File: src/rtl/mips_multicycle_ctrl_if.sv
// Control bus between the multicycle MIPS controller and its datapath.
// master = controller side, slave = datapath side.
interface mips_multicycle_ctrl_if;
  logic [5:0] iOp;
  logic [5:0] iFunct;
  logic       iZero;
  logic       oIorD;
  logic       oMemWrite;
  logic       oIRWrite;
  logic       oRegDst;
  logic       oMemtoReg;
  logic       oRegWrite;
  logic       oALUSrcA;
  logic [1:0] oALUSrcB;
  logic [2:0] oALUControl;
  logic [1:0] oPCSrc;
  logic       oPCEn;
  logic [3:0] oState;

  modport master (
    input  iOp, iFunct, iZero,
    output oIorD, oMemWrite, oIRWrite, oRegDst, oMemtoReg, oRegWrite,
           oALUSrcA, oALUSrcB, oALUControl, oPCSrc, oPCEn, oState
  );

  modport slave (
    output iOp, iFunct, iZero,
    input  oIorD, oMemWrite, oIRWrite, oRegDst, oMemtoReg, oRegWrite,
           oALUSrcA, oALUSrcB, oALUControl, oPCSrc, oPCEn, oState
  );
endinterface

File: src/rtl/mips_multicycle_ctrl.sv
// Moore FSM sequencing a multicycle MIPS datapath with a shared, MEM_LAT-stalled memory.
// Define MCC_BNE_EN to add bne (opcode 000101) through the BRANCH state.
module mips_multicycle_ctrl #(
  parameter int MEM_LAT = 0
) (
  input logic iClk,
  input logic iReset,
  mips_multicycle_ctrl_if.master bus
);
  typedef enum logic [3:0] {
    FETCH   = 4'd0,
    DECODE  = 4'd1,
    MEMADR  = 4'd2,
    MEMRD   = 4'd3,
    MEMWB   = 4'd4,
    MEMWR   = 4'd5,
    EXECUTE = 4'd6,
    ALUWB   = 4'd7,
    BRANCH  = 4'd8,
    ADDIEX  = 4'd9,
    ADDIWB  = 4'd10,
    JUMP    = 4'd11
  } state_t;

  typedef struct packed {
    logic       iorD;
    logic       memWrite;
    logic       irWrite;
    logic       regDst;
    logic       memtoReg;
    logic       regWrite;
    logic       aluSrcA;
    logic [1:0] aluSrcB;
    logic [1:0] aluOp;
    logic [1:0] pcSrc;
    logic       pcWrite;
    logic       branch;
  } ctrl_t;

  localparam logic [5:0] OP_RTYPE = 6'b000000;
  localparam logic [5:0] OP_LW    = 6'b100011;
  localparam logic [5:0] OP_SW    = 6'b101011;
  localparam logic [5:0] OP_BEQ   = 6'b000100;
  localparam logic [5:0] OP_ADDI  = 6'b001000;
  localparam logic [5:0] OP_J     = 6'b000010;
`ifdef MCC_BNE_EN
  localparam logic [5:0] OP_BNE   = 6'b000101;
`endif
  localparam logic [3:0] LAST_CNT = 4'(MEM_LAT);

  logic [3:0] stateReg;
  logic [3:0] stateNext;
  logic [3:0] waitCntReg;
  logic [3:0] waitCntNext;
  logic       waitDone;
  logic       lastNext;
  ctrl_t      ctrlReg;
  ctrl_t      ctrlNext;
  logic       zeroTerm;
`ifdef MCC_BNE_EN
  logic       isBneReg;
`endif

  // FETCH loads IR and PC only on its final wait cycle.
  function automatic ctrl_t fetchCtrl(input logic last);
    ctrl_t c;
    c         = '0;
    c.aluSrcB = 2'b01;
    c.irWrite = last;
    c.pcWrite = last;
    return c;
  endfunction

  function automatic logic [2:0] aluControl(input logic [1:0] aluOp, input logic [5:0] funct);
    logic [2:0] ctl;
    ctl = 3'b010;
    if (aluOp == 2'b01) begin
      ctl = 3'b110;
    end else if (aluOp == 2'b10) begin
      case (funct)
        6'b100010: ctl = 3'b110;
        6'b100100: ctl = 3'b000;
        6'b100101: ctl = 3'b001;
        6'b101010: ctl = 3'b111;
        default:   ctl = 3'b010;
      endcase
    end
    return ctl;
  endfunction

  always_comb begin
    stateNext = FETCH;
    waitDone  = (waitCntReg == LAST_CNT);
    case (stateReg)
      FETCH:   stateNext = waitDone ? DECODE : FETCH;
      DECODE: begin
        case (bus.iOp)
          OP_LW, OP_SW: stateNext = MEMADR;
          OP_RTYPE:     stateNext = EXECUTE;
          OP_BEQ:       stateNext = BRANCH;
          OP_ADDI:      stateNext = ADDIEX;
          OP_J:         stateNext = JUMP;
`ifdef MCC_BNE_EN
          OP_BNE:       stateNext = BRANCH;
`endif
          default:      stateNext = FETCH;
        endcase
      end
      MEMADR:  stateNext = (bus.iOp == OP_SW) ? MEMWR : MEMRD;
      MEMRD:   stateNext = waitDone ? MEMWB : MEMRD;
      MEMWR:   stateNext = waitDone ? FETCH : MEMWR;
      EXECUTE: stateNext = ALUWB;
      ADDIEX:  stateNext = ADDIWB;
      default: stateNext = FETCH;
    endcase
    // Only the wait states ever self-loop, so "same state" means "still waiting".
    waitCntNext = (stateNext == stateReg) ? waitCntReg + 4'd1 : 4'd0;
  end

  // Outputs are decoded from the upcoming state so they leave the register aligned with it.
  always_comb begin
    ctrlNext = '0;
    lastNext = (waitCntNext == LAST_CNT);
    case (stateNext)
      FETCH:  ctrlNext = fetchCtrl(lastNext);
      DECODE: ctrlNext.aluSrcB = 2'b11;
      MEMADR, ADDIEX: begin
        ctrlNext.aluSrcA = 1'b1;
        ctrlNext.aluSrcB = 2'b10;
      end
      MEMRD:  ctrlNext.iorD = 1'b1;
      MEMWB: begin
        ctrlNext.regWrite = 1'b1;
        ctrlNext.memtoReg = 1'b1;
      end
      MEMWR: begin
        ctrlNext.iorD     = 1'b1;
        ctrlNext.memWrite = lastNext;
      end
      EXECUTE: begin
        ctrlNext.aluSrcA = 1'b1;
        ctrlNext.aluOp   = 2'b10;
      end
      ALUWB: begin
        ctrlNext.regWrite = 1'b1;
        ctrlNext.regDst   = 1'b1;
      end
      ADDIWB: ctrlNext.regWrite = 1'b1;
      BRANCH: begin
        ctrlNext.aluSrcA = 1'b1;
        ctrlNext.aluOp   = 2'b01;
        ctrlNext.pcSrc   = 2'b01;
        ctrlNext.branch  = 1'b1;
      end
      JUMP: begin
        ctrlNext.pcSrc   = 2'b10;
        ctrlNext.pcWrite = 1'b1;
      end
      default: ctrlNext = '0;
    endcase
  end

  always_ff @(posedge iClk or posedge iReset) begin
    if (iReset) begin
      stateReg   <= FETCH;
      waitCntReg <= 4'd0;
      ctrlReg    <= fetchCtrl(LAST_CNT == 4'd0);
`ifdef MCC_BNE_EN
      isBneReg   <= 1'b0;
`endif
    end else begin
      stateReg   <= stateNext;
      waitCntReg <= waitCntNext;
      ctrlReg    <= ctrlNext;
`ifdef MCC_BNE_EN
      if (stateReg == DECODE) begin
        isBneReg <= (bus.iOp == OP_BNE);
      end
`endif
    end
  end

`ifdef MCC_BNE_EN
  assign zeroTerm = bus.iZero ^ isBneReg;
`else
  assign zeroTerm = bus.iZero;
`endif

  // Write enables are masked while reset is held so an aborted instruction commits nothing.
  assign bus.oIorD       = ctrlReg.iorD;
  assign bus.oMemWrite   = ctrlReg.memWrite & ~iReset;
  assign bus.oIRWrite    = ctrlReg.irWrite & ~iReset;
  assign bus.oRegDst     = ctrlReg.regDst;
  assign bus.oMemtoReg   = ctrlReg.memtoReg;
  assign bus.oRegWrite   = ctrlReg.regWrite & ~iReset;
  assign bus.oALUSrcA    = ctrlReg.aluSrcA;
  assign bus.oALUSrcB    = ctrlReg.aluSrcB;
  assign bus.oALUControl = aluControl(ctrlReg.aluOp, bus.iFunct);
  assign bus.oPCSrc      = ctrlReg.pcSrc;
  assign bus.oPCEn       = (ctrlReg.pcWrite | (ctrlReg.branch & zeroTerm)) & ~iReset;
  assign bus.oState      = stateReg;
endmodule

File: src/flat_wrapper.sv
// flat-port wrapper written by rule: the top's interface ports become plain ports
module mips_multicycle_ctrl_flat 
#(
  parameter int MEM_LAT = 0
)
  (iClk, iReset, bus_iOp, bus_iFunct, bus_iZero, bus_oIorD, bus_oMemWrite, bus_oIRWrite, bus_oRegDst, bus_oMemtoReg, bus_oRegWrite, bus_oALUSrcA, bus_oALUSrcB, bus_oALUControl, bus_oPCSrc, bus_oPCEn, bus_oState);
  mips_multicycle_ctrl_if bus_i ();
  input logic iClk;
  input logic iReset;
  input wire logic [$bits(bus_i.iOp)-1:0] bus_iOp;
  input wire logic [$bits(bus_i.iFunct)-1:0] bus_iFunct;
  input wire logic [$bits(bus_i.iZero)-1:0] bus_iZero;
  output wire logic [$bits(bus_i.oIorD)-1:0] bus_oIorD;
  output wire logic [$bits(bus_i.oMemWrite)-1:0] bus_oMemWrite;
  output wire logic [$bits(bus_i.oIRWrite)-1:0] bus_oIRWrite;
  output wire logic [$bits(bus_i.oRegDst)-1:0] bus_oRegDst;
  output wire logic [$bits(bus_i.oMemtoReg)-1:0] bus_oMemtoReg;
  output wire logic [$bits(bus_i.oRegWrite)-1:0] bus_oRegWrite;
  output wire logic [$bits(bus_i.oALUSrcA)-1:0] bus_oALUSrcA;
  output wire logic [$bits(bus_i.oALUSrcB)-1:0] bus_oALUSrcB;
  output wire logic [$bits(bus_i.oALUControl)-1:0] bus_oALUControl;
  output wire logic [$bits(bus_i.oPCSrc)-1:0] bus_oPCSrc;
  output wire logic [$bits(bus_i.oPCEn)-1:0] bus_oPCEn;
  output wire logic [$bits(bus_i.oState)-1:0] bus_oState;
  assign bus_i.iOp = bus_iOp;
  assign bus_i.iFunct = bus_iFunct;
  assign bus_i.iZero = bus_iZero;
  assign bus_oIorD = bus_i.oIorD;
  assign bus_oMemWrite = bus_i.oMemWrite;
  assign bus_oIRWrite = bus_i.oIRWrite;
  assign bus_oRegDst = bus_i.oRegDst;
  assign bus_oMemtoReg = bus_i.oMemtoReg;
  assign bus_oRegWrite = bus_i.oRegWrite;
  assign bus_oALUSrcA = bus_i.oALUSrcA;
  assign bus_oALUSrcB = bus_i.oALUSrcB;
  assign bus_oALUControl = bus_i.oALUControl;
  assign bus_oPCSrc = bus_i.oPCSrc;
  assign bus_oPCEn = bus_i.oPCEn;
  assign bus_oState = bus_i.oState;
  mips_multicycle_ctrl #(.MEM_LAT(MEM_LAT)) u_core (.iClk(iClk), .iReset(iReset), .bus(bus_i));
endmodule
File: config.mk
export PLATFORM = sky130hd
export DESIGN_NAME = mips_multicycle_ctrl_flat
export DESIGN_NICKNAME = d
export VERILOG_FILES = /design/src/rtl/mips_multicycle_ctrl_if.sv /design/src/rtl/mips_multicycle_ctrl.sv /design/src/flat_wrapper.sv
export SDC_FILE = /design/constraint.sdc
export NUM_CORES = 1
export LEC_CHECK = 0
export ABC_AREA = 1
export CAP_MARGIN = 10
export CORE_ASPECT_RATIO = 1.2
export CORE_MARGIN = 2
export CORE_UTILIZATION = 61
export CTS_CLUSTER_SIZE = 8
export DETAILED_ROUTE_END_ITERATION = 8
export DONT_BUFFER_PORTS = 1
export PLACE_DENSITY_LB_ADDON = 0.12
export SLEW_MARGIN = 20
export SYNTH_ARGS = -nofsm -noshare
export SYNTH_HDL_FRONTEND = slang
export SYNTH_SLANG_ARGS = --single-unit
File: constraint.sdc
create_clock -name iClk -period 2 [get_ports iClk]
set_input_delay 0.3 -clock iClk [delete_from_list [all_inputs] [get_ports iClk]]
set_output_delay 0.3 -clock iClk [all_outputs]
set_load 0.1 [all_outputs]
After elaboration in Yosys (flattened, before gate mapping)
Cells that the tools add are included.
Cells by class
  $add $sub $neg: 1
  muxes and demuxes: 22
  equal/unequal tests: 29
  reductions and logical operators: 10
  bitwise logic cells: 7
Operator list (number)
  $eq 6x6->1 const B: 6
  $pmux 4 s7: 1
  $eq 4x3->1 const B: 6
  $eq 4x4->1 const B: 5
  $pmux 4 s5: 1
  $eq 4x2->1 const B: 4
  $logic_not 4->1: 4
  $mux 3: 5
  $pmux 3 s4: 1
  $mux 1: 9
  $eq 4x1->1 const B: 2
  $pmux 2 s2: 2
  $eq 6x2->1 const B: 1
  $eq 6x3->1 const B: 1
  $eq 6x4->1 const B: 1
  $logic_not 6->1: 1
  $pmux 2 s3: 1
  $reduce_or 2->1: 3
  $and 1x1->1: 5
  $add 4x1->4 const B: 1
  $eq 4x4->1: 1
  $mux 4: 1
  $reduce_or 4->1: 1
  $reduce_or 3->1: 1
  other kinds (5): 5
Word-level totals
  logic and storage cells: 83
  register bits after elaboration: 23
  bits of input ports: 15

Logic depth before layout (Yosys ltp)
  word-level depth: 8
  depth in mapped cells: 14

Least setup slack after synthesis
Ideal clock, no wire load.
  path type: register -> output
  start: register u_core.ctrlReg[4] (netlist bit)
  end: output port bus_oALUControl[0]
  data arrival time: 2.743 ns
  setup slack: -1.043 ns
  stages on the path, launching flop included: 6
  required time: 1.700 ns
  path through: dfrtp_1 -> inv_1 -> nand2_1 -> inv_1 -> nand4_1 -> o21ai_0
On the way
  longest elaborated chain between the ends: 3
RTL lines
  start: declaration: RTL line mips_multicycle_ctrl.sv:57  | ctrl_t ctrlReg;
  start signal: assignment: RTL line mips_multicycle_ctrl.sv:167  | ctrlReg <= fetchCtrl(LAST_CNT == 4'd0);
  start signal: assignment: RTL line mips_multicycle_ctrl.sv:174  | ctrlReg <= ctrlNext;
  $eq 2x2->1: RTL line mips_multicycle_ctrl.sv:79  | end else if (aluOp == 2'b10) begin
  $mux 3: RTL line mips_multicycle_ctrl.sv:79
  $mux 3 (*): RTL line mips_multicycle_ctrl.sv:77  | if (aluOp == 2'b01) begin
  end: declaration: RTL line flat_wrapper.sv:21  | output wire logic [$bits(bus_i.oALUControl)-1:0] bus_oALUControl;
Every way passes the cells marked *; elsewhere a longest branch is shown, timed or not.

==> out/qor.yml <==
leakage_nw: 0.845
ant_nets: 0
core_sq_um: 2030
end_kind: "flop"
cts_num_sinks: 21
finalSetupTns_ns: 0
layout_min_cycle_time_ns: 1.82
synth_top_cell_by_area: "dfrtp_1"
synth_warnings: 0
slew_headroom: 0.509
comb_power_share: 0.607
die-height_um: 54.2
worstPathCellList: "inv_1 > ha_1 > nand2_1 > nand2_1 > nand2_1 > nor2_2 > nand2_2 > nor2_1 > inv_1 > nor3_2 > nand3_2 > nand2_1"
crit_top_cell: "nand2_1"
layout_common_cells: "inv_1, nand2_1, nor2_1"
ys_seq_area_frac: 0.414
drive_gt1_frac: 0.335
gr-total-overflow: 0
insertion_delay_ns: 0.31
cp_top_family: "simple AND/OR/NAND/NOR gates"
wl_met3_um: 172
antenna_found_initial: 0
multi_input_area_sq_um: 608
gp_congestion: 0.880
cts_max_level: 1
syn_to_final_growth_pct: 19.4
die_area_sq_um: 2480
path_clk_slew_ns: 0.12
critPathBufInv: 2
vias: 1125
finish.net_count: 209
fin_worst_skew_ns: 0.00688
violations: "hold timing"
seq_area_sq_um: 534
highest_layer: "met4"
wl_per_cell_um: 11.8
p_int_w: 0.00101
cts_buffers: 3
io_buffers: 0
grtUsageTotal: 0.219
synth_cell_type_count: 24
clock_power_share: 0.093
cts_tree: "yes"
syn_inst: 171
initial_core_util: 0.631
boundaryPins: 34
status: "finished, violations left"
netlist.area_leader.share: 0.352
synth_area_sq_um: 1280
maxSlewViolCount: 0
required_ns: 2.26
startpoint_type: "flop"
drt_pass1_iterations: 4
power.total_w: 0.00222
wl_met2_um: 1230
rows: 18
drv_cap: 0
swShare: 0.547
worstMarginPinSlew_ns: 0.735
antenna_cells: 0
critical_path_class: "reg2reg"
hold_viol: 18
power_density_nw_per_um2: 1460
grt_pass1_vias: 978
grt_max_degree: 22
cts_max_path_buffers: 2
post-dp-hpwl_um: 2020
p_sw_w: 0.00121
max_stage_delay_ns: 0.41
syn_avg_cell_area_sq_um: 7.48
post-route-period-util: 0.911
fmax_mhz: 549
hold_buffers: 0
grt_pass1_wl_um: 3850
clockRootBuffer: "clkbuf_4"
wl_met1_um: 1040
fillers: 153
hold_path_class: "in2async"
synth_top_cells_by_area: "dfrtp_1, nor2_1, inv_1"
critPathSlowestCell: "dfrtp_1"
hold_ws_ns: -0.0179
drc: 0
final-setup-viol-count: 0
die_w_um: 45.8
drtIter0Drc: 40
synth_nets: 188
rsz0062_at_grt: "no"
worst-path-max-fanout: 4
peakVddDrop_uv: 1400
viasPerCell: 5.33
synth-seq-cells: 21
worstPathArrival_ns: 2.08
drt_wl_total_um: 2490
p_seq_frac: 0.299
-- power groups by stage --
stage / logic (W) / clock network (W) / registers, W
6_report: 0.00135 / 0.000207 / 0.000665
5_1_grt: 0.00145 / 0.000229 / 0.000677
4_1_cts: 0.00132 / 0.000209 / 0.000669
3_5_place_dp: 0.00131 / 0 / 0.000678
3_3_place_gp: 0.00129 / 0 / 0.000671
2_1_floorplan: 0.000871 / 0 / 0.000894
-- synthesized netlist by cell type --
cell      number
a21oi_1        3
a31oi_1        1
buf_4          4
dfrtp_1       18
dfstp_2        3
ha_1           2
inv_1         29
inv_2          6
nand2_1       29
nand2_2        6
nand2_4        1
nand3_1       13
nand3_2        3
nand3b_1       1
nand4_1        2
nor2_1        30
nor2_2         2
nor2_4         3
nor3_1         2
nor3_2         3
o211ai_1       2
o21ai_0        4
o21ai_2        2
xor2_1         2
-- logic make-up (layout without fill, tap and decap cells) --
kind of cell | after synthesis | count (layout) | synth area share
buffers and inverters | 39 | 59 | 0.126
adders and majority gates | 2 | 2 | 0.0196
DFF | 21 | 21 | 0.414
and+or+nand+nor | 95 | 95 | 0.369
xor gates and xnor gates | 2 | 2 | 0.0137
AOI/OAI and AO/OA | 12 | 12 | 0.0577
-- path summary, 6_finish.rpt --
kind | cells past startpoint | from | slack (ns) | end
setup / recovery | 12 | u_core.waitCntReg[0] | 0.18 | u_core.ctrlReg[1]
hold / removal | 1 | iReset | -0.02 | u_core.bus.oRegDst
setup reg to reg | 12 | u_core.waitCntReg[0] | 0.18 | u_core.ctrlReg[1]
hold reg to reg | 2 | u_core.waitCntReg[0] | 0.57 | u_core.waitCntReg[0]
max in group asynchronous | 1 | iReset | 1.51 | u_core.bus.oState[0]
min in group iClk | 3 | bus_iOp[3] | 0.22 | u_core.ctrlReg[4]
-- routing by layer --
layer	vias up	GRT usage
li1	562	-
met1	514	0.248
met2	44	0.397
met3	5	0.0336
met4	0	0.100
met5	-	0
-- area by class of cell --
cell class / count / share of cell area
inverter: 35 / 0.0861
tap: 20 / 0.0164
sequential: 21 / 0.350
timing repair buffer: 20 / 0.131
clock buffer: 3 / 0.0148
clock inverter: 1 / 0.00328
multi-input combinational: 111 / 0.398
-- stage by stage --
stage          hold slack [ns]  cells  area [sq um]  setup WS [ns]   util
2_1_floorplan            0.274    171          1300         0.0725      -
3_3_place_gp             0.344    205          1480          0.270  0.731
3_5_place_dp             0.357    205          1480          0.146  0.731
4_1_cts                 0.0133    209          1510          0.117  0.744
5_1_grt                 0.0597    211          1530         0.0124  0.753
6_report               -0.0179    211          1530          0.178  0.753
-- sequential cells by signal (all words and copies together), names as in the netlist --
signal	cells
u_core.bus.oIorD	1
u_core.ctrlReg	6
u_core.bus.oState	4
u_core.waitCntReg	4
u_core.bus.oALUSrcA	1
u_core.bus.oMemtoReg	1
u_core.bus.oPCSrc	1
u_core.bus.oRegDst	1
u_core.bus.oALUSrcB	2
-- what timing repair did --
action / CTS / global route
buffers inserted: 0 / 2
setup endpoints to repair: 0 / 2
gates resized for setup: 0 / 1
(Power assumes the default switching activity.)
